$ cat src/rtl/cordic_quadrant_prep.sv
// Folds quadrant II/III rotation requests into [-90,+90) by a +/-90 degree pre-rotation for the CORDIC core.
// Two-stage elastic pipeline; ready ripples back combinationally from out_ready.
module cordic_quadrant_prep #(
  parameter int ANGLE_W = 32,
  parameter int DATA_W  = 16,
  parameter int CNT_W   = 16
) (
  input  logic               clock,
  input  logic               reset,
  input  logic               in_valid,
  output logic               in_ready,
  input  logic [ANGLE_W-1:0] in_angle,
  input  logic [DATA_W-1:0]  in_x,
  input  logic [DATA_W-1:0]  in_y,
  output logic               out_valid,
  input  logic               out_ready,
  output logic [ANGLE_W-1:0] angle,
  output logic [DATA_W-1:0]  Xin,
  output logic [DATA_W-1:0]  Yin,
  output logic [1:0]         quad,
  output logic               sat,
  output logic [CNT_W-1:0]   sample_count
);

  localparam logic [ANGLE_W-1:0] QUARTER = {2'b01, {(ANGLE_W-2){1'b0}}};
  localparam logic [DATA_W-1:0]  DMIN    = {1'b1, {(DATA_W-1){1'b0}}};
  localparam logic [DATA_W-1:0]  DMAX    = ~DMIN;

  logic               s1_valid_q, s1_valid_d;
  logic [ANGLE_W-1:0] s1_angle_q, s1_angle_d;
  logic [DATA_W-1:0]  s1_x_q, s1_x_d;
  logic [DATA_W-1:0]  s1_y_q, s1_y_d;

  logic               s2_valid_q, s2_valid_d;
  logic [ANGLE_W-1:0] s2_angle_q, s2_angle_d;
  logic [DATA_W-1:0]  s2_x_q, s2_x_d;
  logic [DATA_W-1:0]  s2_y_q, s2_y_d;
  logic [1:0]         s2_quad_q, s2_quad_d;
  logic               s2_sat_q, s2_sat_d;
  logic [CNT_W-1:0]   cnt_q, cnt_d;

  logic               adv1, adv2;
  logic [1:0]         s1_quad;
  logic [DATA_W-1:0]  neg_x, neg_y;
  logic               neg_x_sat, neg_y_sat;
  logic [ANGLE_W-1:0] fold_angle;
  logic [DATA_W-1:0]  fold_x, fold_y;
  logic               fold_sat;

  always_comb begin
    adv2     = !s2_valid_q || out_ready;
    adv1     = !s1_valid_q || adv2;
    in_ready = adv1 && !reset;
  end

  // Stage 1: capture the request.
  always_comb begin
    s1_valid_d = s1_valid_q;
    s1_angle_d = s1_angle_q;
    s1_x_d     = s1_x_q;
    s1_y_d     = s1_y_q;
    if (adv1) begin
      s1_valid_d = in_valid;
      if (in_valid) begin
        s1_angle_d = in_angle;
        s1_x_d     = in_x;
        s1_y_d     = in_y;
      end
    end
  end

  // Negating the most negative value has no representation; clamp it to the positive limit.
  always_comb begin
    s1_quad   = s1_angle_q[ANGLE_W-1:ANGLE_W-2];
    neg_x_sat = (s1_x_q == DMIN);
    neg_y_sat = (s1_y_q == DMIN);
    neg_x     = neg_x_sat ? DMAX : (DATA_W'(0) - s1_x_q);
    neg_y     = neg_y_sat ? DMAX : (DATA_W'(0) - s1_y_q);
  end

  always_comb begin
    fold_angle = s1_angle_q;
    fold_x     = s1_x_q;
    fold_y     = s1_y_q;
    fold_sat   = 1'b0;
    case (s1_quad)
      2'b01: begin
        fold_angle = s1_angle_q - QUARTER;
        fold_x     = neg_y;
        fold_y     = s1_x_q;
        fold_sat   = neg_y_sat;
      end
      2'b10: begin
        fold_angle = s1_angle_q + QUARTER;
        fold_x     = s1_y_q;
        fold_y     = neg_x;
        fold_sat   = neg_x_sat;
      end
      default: ;
    endcase
  end

  // Stage 2: registered outputs, held while stalled.
  always_comb begin
    s2_valid_d = s2_valid_q;
    s2_angle_d = s2_angle_q;
    s2_x_d     = s2_x_q;
    s2_y_d     = s2_y_q;
    s2_quad_d  = s2_quad_q;
    s2_sat_d   = s2_sat_q;
    if (adv2) begin
      s2_valid_d = s1_valid_q;
      if (s1_valid_q) begin
        s2_angle_d = fold_angle;
        s2_x_d     = fold_x;
        s2_y_d     = fold_y;
        s2_quad_d  = s1_quad;
        s2_sat_d   = fold_sat;
      end
    end
    cnt_d = cnt_q;
    if (s2_valid_q && out_ready) cnt_d = cnt_q + CNT_W'(1);
  end

  always_ff @(posedge clock) begin
    if (reset) begin
      s1_valid_q <= 1'b0;
      s1_angle_q <= '0;
      s1_x_q     <= '0;
      s1_y_q     <= '0;
      s2_valid_q <= 1'b0;
      s2_angle_q <= '0;
      s2_x_q     <= '0;
      s2_y_q     <= '0;
      s2_quad_q  <= '0;
      s2_sat_q   <= 1'b0;
      cnt_q      <= '0;
    end else begin
      s1_valid_q <= s1_valid_d;
      s1_angle_q <= s1_angle_d;
      s1_x_q     <= s1_x_d;
      s1_y_q     <= s1_y_d;
      s2_valid_q <= s2_valid_d;
      s2_angle_q <= s2_angle_d;
      s2_x_q     <= s2_x_d;
      s2_y_q     <= s2_y_d;
      s2_quad_q  <= s2_quad_d;
      s2_sat_q   <= s2_sat_d;
      cnt_q      <= cnt_d;
    end
  end

  assign out_valid    = s2_valid_q;
  assign angle        = s2_angle_q;
  assign Xin          = s2_x_q;
  assign Yin          = s2_y_q;
  assign quad         = s2_quad_q;
  assign sat          = s2_sat_q;
  assign sample_count = cnt_q;

endmodule
$ cat config.mk
export PLATFORM = sky130hd
export DESIGN_NAME = cordic_quadrant_prep
export DESIGN_NICKNAME = d
export VERILOG_FILES = /design/src/rtl/cordic_quadrant_prep.sv
export SDC_FILE = /design/constraint.sdc
export NUM_CORES = 1
export LEC_CHECK = 0
export ABC_AREA = 1
export BUFFER_PORTS_ARGS = -buffer_cell sky130_fd_sc_hd__buf_2
export CAP_MARGIN = 20
export CORE_MARGIN = 10
export CORE_UTILIZATION = 51
export CTS_BUF_LIST = sky130_fd_sc_hd__clkbuf_8
export CTS_CLUSTER_DIAMETER = 80
export CTS_CLUSTER_SIZE = 40
export DETAILED_ROUTE_END_ITERATION = 6
export PLACE_DENSITY = 0.79
export SLEW_MARGIN = 5
export SYNTH_ARGS = -nofsm -noshare
export SYNTH_HDL_FRONTEND = slang
export SYNTH_SLANG_ARGS = --single-unit
export TNS_END_PERCENT = 50
$ cat constraint.sdc
create_clock -name clock -period 1.6 [get_ports clock]
set_input_delay 0.4 -clock clock [delete_from_list [all_inputs] [get_ports clock]]
set_output_delay 0.4 -clock clock [all_outputs]
set_load 0.01 [all_outputs]
* After elaboration in Yosys (flattened, before gate mapping)
Index checks and enable logic that the tools add are counted.
** Storage, ports and cells
- Register bits :: 149
- Input port bits :: 68
- Output and inout bits :: 85
- Logic and storage cells :: 35
** Operators by class
- $add $sub $neg :: 5
- Equality and inequality tests :: 4
- Mux-type cells :: 6
- Reduce and logical (&&, ||, !) cells :: 9
** Operator list (count)
- 16-bit one-hot mux with 2 select lines :: 2
- 32-bit one-hot mux with 2 select lines :: 1
- 32-bit by 31-bit adder with 32-bit output, second input constant :: 1
- 16-bit equality test, second input constant :: 2
- 16-bit 2-to-1 mux :: 2
- 1-bit by 16-bit subtractor with 16-bit output, first input constant :: 2
- 32-bit by 31-bit subtractor with 32-bit output, second input constant :: 1
- 16-bit by 1-bit adder with 16-bit output, second input constant :: 1
- 2-bit AND reduction :: 2
- 1-bit zero test :: 3
- 2-bit by 1-bit equality test with 1-bit output, second input constant :: 1
- 2-bit equality test, second input constant :: 1
- 1-bit logical AND :: 2
- 1-bit logical OR :: 2
- 1-bit one-hot mux with 2 select lines :: 1

* Logic depth before layout (Yosys ltp)
- Depth after elaboration :: 4
- Mapped depth :: 11
- Depth with buffers taken out :: 11

* Worst setup path before layout
No wires, ideal clock.
- Kind :: flip-flop to flip-flop
- Start :: register s1_angle_q[30]
- End :: register s2_x_q[0], in the netlist Xin[0]
- Setup time :: 0.132 ns
- Arrival :: 1.541 ns
- Required time :: 1.468 ns
- Setup slack :: -0.073 ns
- Cell stages (with the launch flop) :: 9
- Path buffers :: 2
- Clock period less this slack :: 1.673 ns
- Path through :: dfxtp_1 inv_1 ha_1 bufbuf_16 inv_1 buf_4 o21ai_0 o21ai_0 a21oi_1
** On the way
- Longest elaborated chain between the ends :: 2
- Elaborated cells on any way between the ends :: 3
- Classes of those cells :: 2 x eq/ne; 1 x mux
** RTL lines
- start, declared :: RTL line 30 : logic [ANGLE_W-1:0] s1_angle_q, s1_angle_d;
- start signal, assigned :: RTL line 140 : s1_angle_q <= s1_angle_d;
- 2-bit equality test / 2-bit by 1-bit equality test with 1-bit output (equally long branches) :: RTL line 86 : case (s1_quad)
- 16-bit one-hot mux with 2 select lines * :: RTL line 86
- end signal, assigned :: RTL line 133 : s2_x_q <= '0;
- end signal, assigned :: RTL line 145 : s2_x_q <= s2_x_d;
- end, declared :: RTL line 36 : logic [DATA_W-1:0] s2_x_q, s2_x_d;
Every way passes the cells marked *; elsewhere a longest branch is shown, timed or not.
A chain may end at the register's enable or synchronous reset.

* Final worst setup path
- Start :: register s1_valid_q
- End :: output port in_ready
** On the way
- Longest elaborated chain between the ends :: 3
** RTL lines
- start, declared :: RTL line 29 : logic s1_valid_q, s1_valid_d;
- start signal, assigned :: RTL line 139 : s1_valid_q <= s1_valid_d;
- 1-bit zero test :: RTL line 52 : adv1 = !s1_valid_q || adv2;
- 1-bit logical OR :: RTL line 52
- 1-bit logical AND :: RTL line 53 : in_ready = adv1 && !reset;
- end, declared :: RTL line 11 : output logic in_ready,
Every way passes these cells.

==> results.sh <==
export IMPL_status="finished clean"
export IMPL_muxShareOfSynthArea=0
export IMPL_clk_path_buf_depth=2
export IMPL_cp_slowest_cell="dfxtp_2"
export IMPL_grt_use_total=0.2213
export IMPL_switching_share=0.3005
export IMPL_finalSetupViolCount=0
export IMPL_seq_area_frac_synth=0.4386
export IMPL_first_iter_violations=619
export IMPL_dr_total_vias=7030
export IMPL_clk_pin_slew_worst_paths_ps=80
export IMPL_reg2reg_depth=7
export IMPL_internal_power_mw=6.409
export IMPL_critPathMaxFanout=3
export IMPL_start_kind="flip-flop"
export IMPL_dieArea_um2=18350
export IMPL_worst_pin_slew_ps=352.8
export IMPL_io_buffer_count=152
export IMPL_nFillCells=1215
export IMPL_peakVddDrop_v=0.0006243
export IMPL_r2r_end="Yin[1]$_SDFFE_PP0P_"
export IMPL_worstSetupPathType="flip-flop to output port"
export IMPL_cap_viol_max_count=0
export IMPL_place_gp_congestion=0.9233
export IMPL_required_ps=1200
export IMPL_die_h_um=135.5
export IMPL_final_layout_size_suffix_gt1_frac=0.2762
export IMPL_grt_pass1_vias=6480
export IMPL_wl_per_cell_um=15.58
export IMPL_setup_slack_ps=52.30
export IMPL_synth_area_per_cell_um2=7.005
export IMPL_final_nets=1227
export IMPL_end_kind="output port"
export IMPL_holdBufCountCts=0
export IMPL_min_path_cells=3
export IMPL_synth_main_ff_cell="dfxtp_1"
export IMPL_initial_core_util=0.5177
export IMPL_slew_headroom=0.7648
export IMPL_min_period_ps=1548
export IMPL_r2r_start="s1_angle_q[30]$_SDFFE_PP0P_"
export IMPL_final_area_um2=8730
export IMPL_p_leak_nw=4.022
export IMPL_yosys_warnings=0
export IMPL_tritoncts="built"
export IMPL_root_buffer="clkbuf_8"
export IMPL_final_common_cell="nor2_1"
export IMPL_synthSimpleGateAreaFrac=0.2557
export IMPL_synth_compound_area_frac=0.2103
export IMPL_drc=0
export IMPL_first_pass_iters=6
export IMPL_hold_class="primary input to flip-flop"
export IMPL_switchingPower_mw=2.753
export IMPL_rows=42
export IMPL_totalWireLength_um=20920
export IMPL_cts_max_level=4
export IMPL_cts_sinks=149
export IMPL_power_frac_comb=0.192
export IMPL_cts_buffers=17
export IMPL_p_clk_frac=0.358
export IMPL_synth_edf_count=0
export IMPL_p_per_area_nw_per_um2=1049
export IMPL_syn_area_um2=6802
export IMPL_drv_slew=0
export IMPL_crit_path_max_incr_delay_ps=370
export IMPL_synth_xor_area_frac=0.006439
export IMPL_arrival_ps=1150
export IMPL_place_area_um2=8078
export IMPL_skew_ps=16.82
export IMPL_post_place_ws_ps=-42.34
export IMPL_synth_fa_ha_area_frac=0.01104
export IMPL_mostFrequentLayoutCells="163 x nor2_1, 154 x nand2_1, 152 x buf_2"
export IMPL_power_frac_seq=0.451
export IMPL_synth_cell_types=33
export IMPL_core_area_um2=13140
export IMPL_cp_cell_sequence="nand3_4 -> nand2_1 -> inv_1 -> buf_2"
export IMPL_grt_pass1_wl_um=32600
export IMPL_syn_nets=1045
export IMPL_synth_seq_cells=149
export IMPL_synth_async_reset_ratio=0
export IMPL_antenna_found_initial=1
export IMPL_post_route_period_util=0.9673
export IMPL_whs_endpoint="s1_angle_q[11]$_SDFFE_PP0P_"
export IMPL_dpl_hpwl_um=15030
export IMPL_fmax_ghz=0.6461
export IMPL_boundaryPins=153
export IMPL_die_w_um=135.5
export IMPL_rsz0062_at_grt="yes"
export IMPL_syn_to_final_growth_pct=28.35
export IMPL_clk_latency_ps=470
export IMPL_grt_max_degree=101
export IMPL_finalHoldViolations=0
export IMPL_r2r_setup_slack_ps=70
export IMPL_vias_per_cell=5.235
export IMPL_hold_start="in_angle[11]"
export IMPL_syn_inst=971
export IMPL_grt_overflow_total=0
export IMPL_ant_nets=0
export IMPL_synth_top_family_by_area="simple AND/OR/NAND/NOR gates"
[critical path, delay by kind of cell (launching register included)]
kind | cells | cell delay [ps]
buffers and inverters | 2 | 160
flip-flops | 1 | 370
AND/OR/NAND/NOR | 2 | 150
[sequential cells by signal, summed over array words and instances (netlist names)]
| register | count |
|---|---|
| Xin | 16 |
| Yin | 16 |
| angle | 32 |
| out_valid | 1 |
| quad | 2 |
| s1_angle_q | 32 |
| s1_valid_q | 1 |
| s1_x_q | 16 |
| s1_y_q | 16 |
| sample_count | 16 |
| sat | 1 |
[timing repair]
| action | CTS | global route |
|---|---|---|
| resized for setup | 8 | 53 |
| gates cloned | 0 | 0 |
| setup endpoints to repair | 14 | 34 |
| buffers inserted | 1 | 1 |
| pin swaps | 1 | 11 |
[routing by layer]
layer / GRT usage / up-vias / wire (um)
met5: 0 / - / 0
met2: 0.3334 / 295 / 9487
met4: 0.09270 / 0 / 467
met1: 0.2847 / 3146 / 8961
met3: 0.07233 / 43 / 2001
li1: - / 3546 / -
[worst max path at each step]
stage	end	from
after floorplan	Xin[0]$_SDFFE_PP0P_	s1_angle_q[30]$_SDFFE_PP0P_
after global placement	Yin[12]$_SDFFE_PP0P_	s1_angle_q[30]$_SDFFE_PP0P_
after detailed placement	Xin[7]$_SDFFE_PP0P_	s1_angle_q[30]$_SDFFE_PP0P_
after CTS	Yin[11]$_SDFFE_PP0P_	s1_x_q[1]$_SDFFE_PP0P_
after global routing	sample_count[12]$_SDFFE_PP0P_	sample_count[1]$_SDFFE_PP0P_
final	in_ready	s1_valid_q$_SDFFE_PP0N_
[cell families after synthesis]
logic type / after synthesis
AO/OA/AOI/OAI: 280
XOR/XNOR: 5
adder cells (fa/ha/maj): 6
buffers and inverters: 123
flip-flops: 149
AND/OR/NAND/NOR: 408
[power by group through the flow]
stage | clock network [mW] | logic, mW | registers (mW)
2_1_floorplan | 0 | 0.968 | 4.21
3_3_place_gp | 0 | 1.61 | 4.20
3_5_place_dp | 0 | 1.64 | 4.20
4_1_cts | 3.33 | 1.66 | 4.11
5_1_grt | 3.49 | 1.95 | 4.16
6_report | 3.28 | 1.75 | 4.13
[synth_stat cells (6+ instances only)]
library cell	instances	area [um2]
nor2_1	175	656.9
nand2_1	158	593.1
dfxtp_1	149	2983
o21ai_0	147	735.7
a21oi_1	109	545.5
inv_1	61	229.0
nand3_1	39	195.2
clkbuf_1	30	112.6
buf_2	14	70.07
inv_2	9	33.78
nor2_2	9	56.30
o21ai_1	9	45.04
nand2_2	7	43.79
ha_1	6	75.07
nor3_1	6	30.03
[area by class of cell]
type | instances | area (um2) | area share
multi-input cells | 699 | 3453 | 0.3956
clock buffers | 18 | 247.7 | 0.02838
repair buffers | 216 | 1340 | 0.1535
well taps | 176 | 220.2 | 0.02523
clock inverters | 14 | 196.4 | 0.02250
inverters | 70 | 275.3 | 0.03153
flip-flops and latches | 149 | 2994 | 0.3430
diodes | 1 | 2.502 | 0.0002867
[metrics by stage]
step	TNS [ps]	util	cells	total power, mW	hold WS [ps]
6_report	0	0.6645	1343	9.162	175.2
5_1_grt	-97.60	0.6645	1343	9.603	166.3
4_1_cts	0	0.6520	1341	9.110	152.3
3_5_place_dp	-117.8	0.6149	1308	5.836	452.2
3_3_place_gp	-21.52	0.6149	1308	5.807	449.6
2_1_floorplan	0	-	971	5.181	449.5
Note: power is estimated with default switching activity, not from simulation.
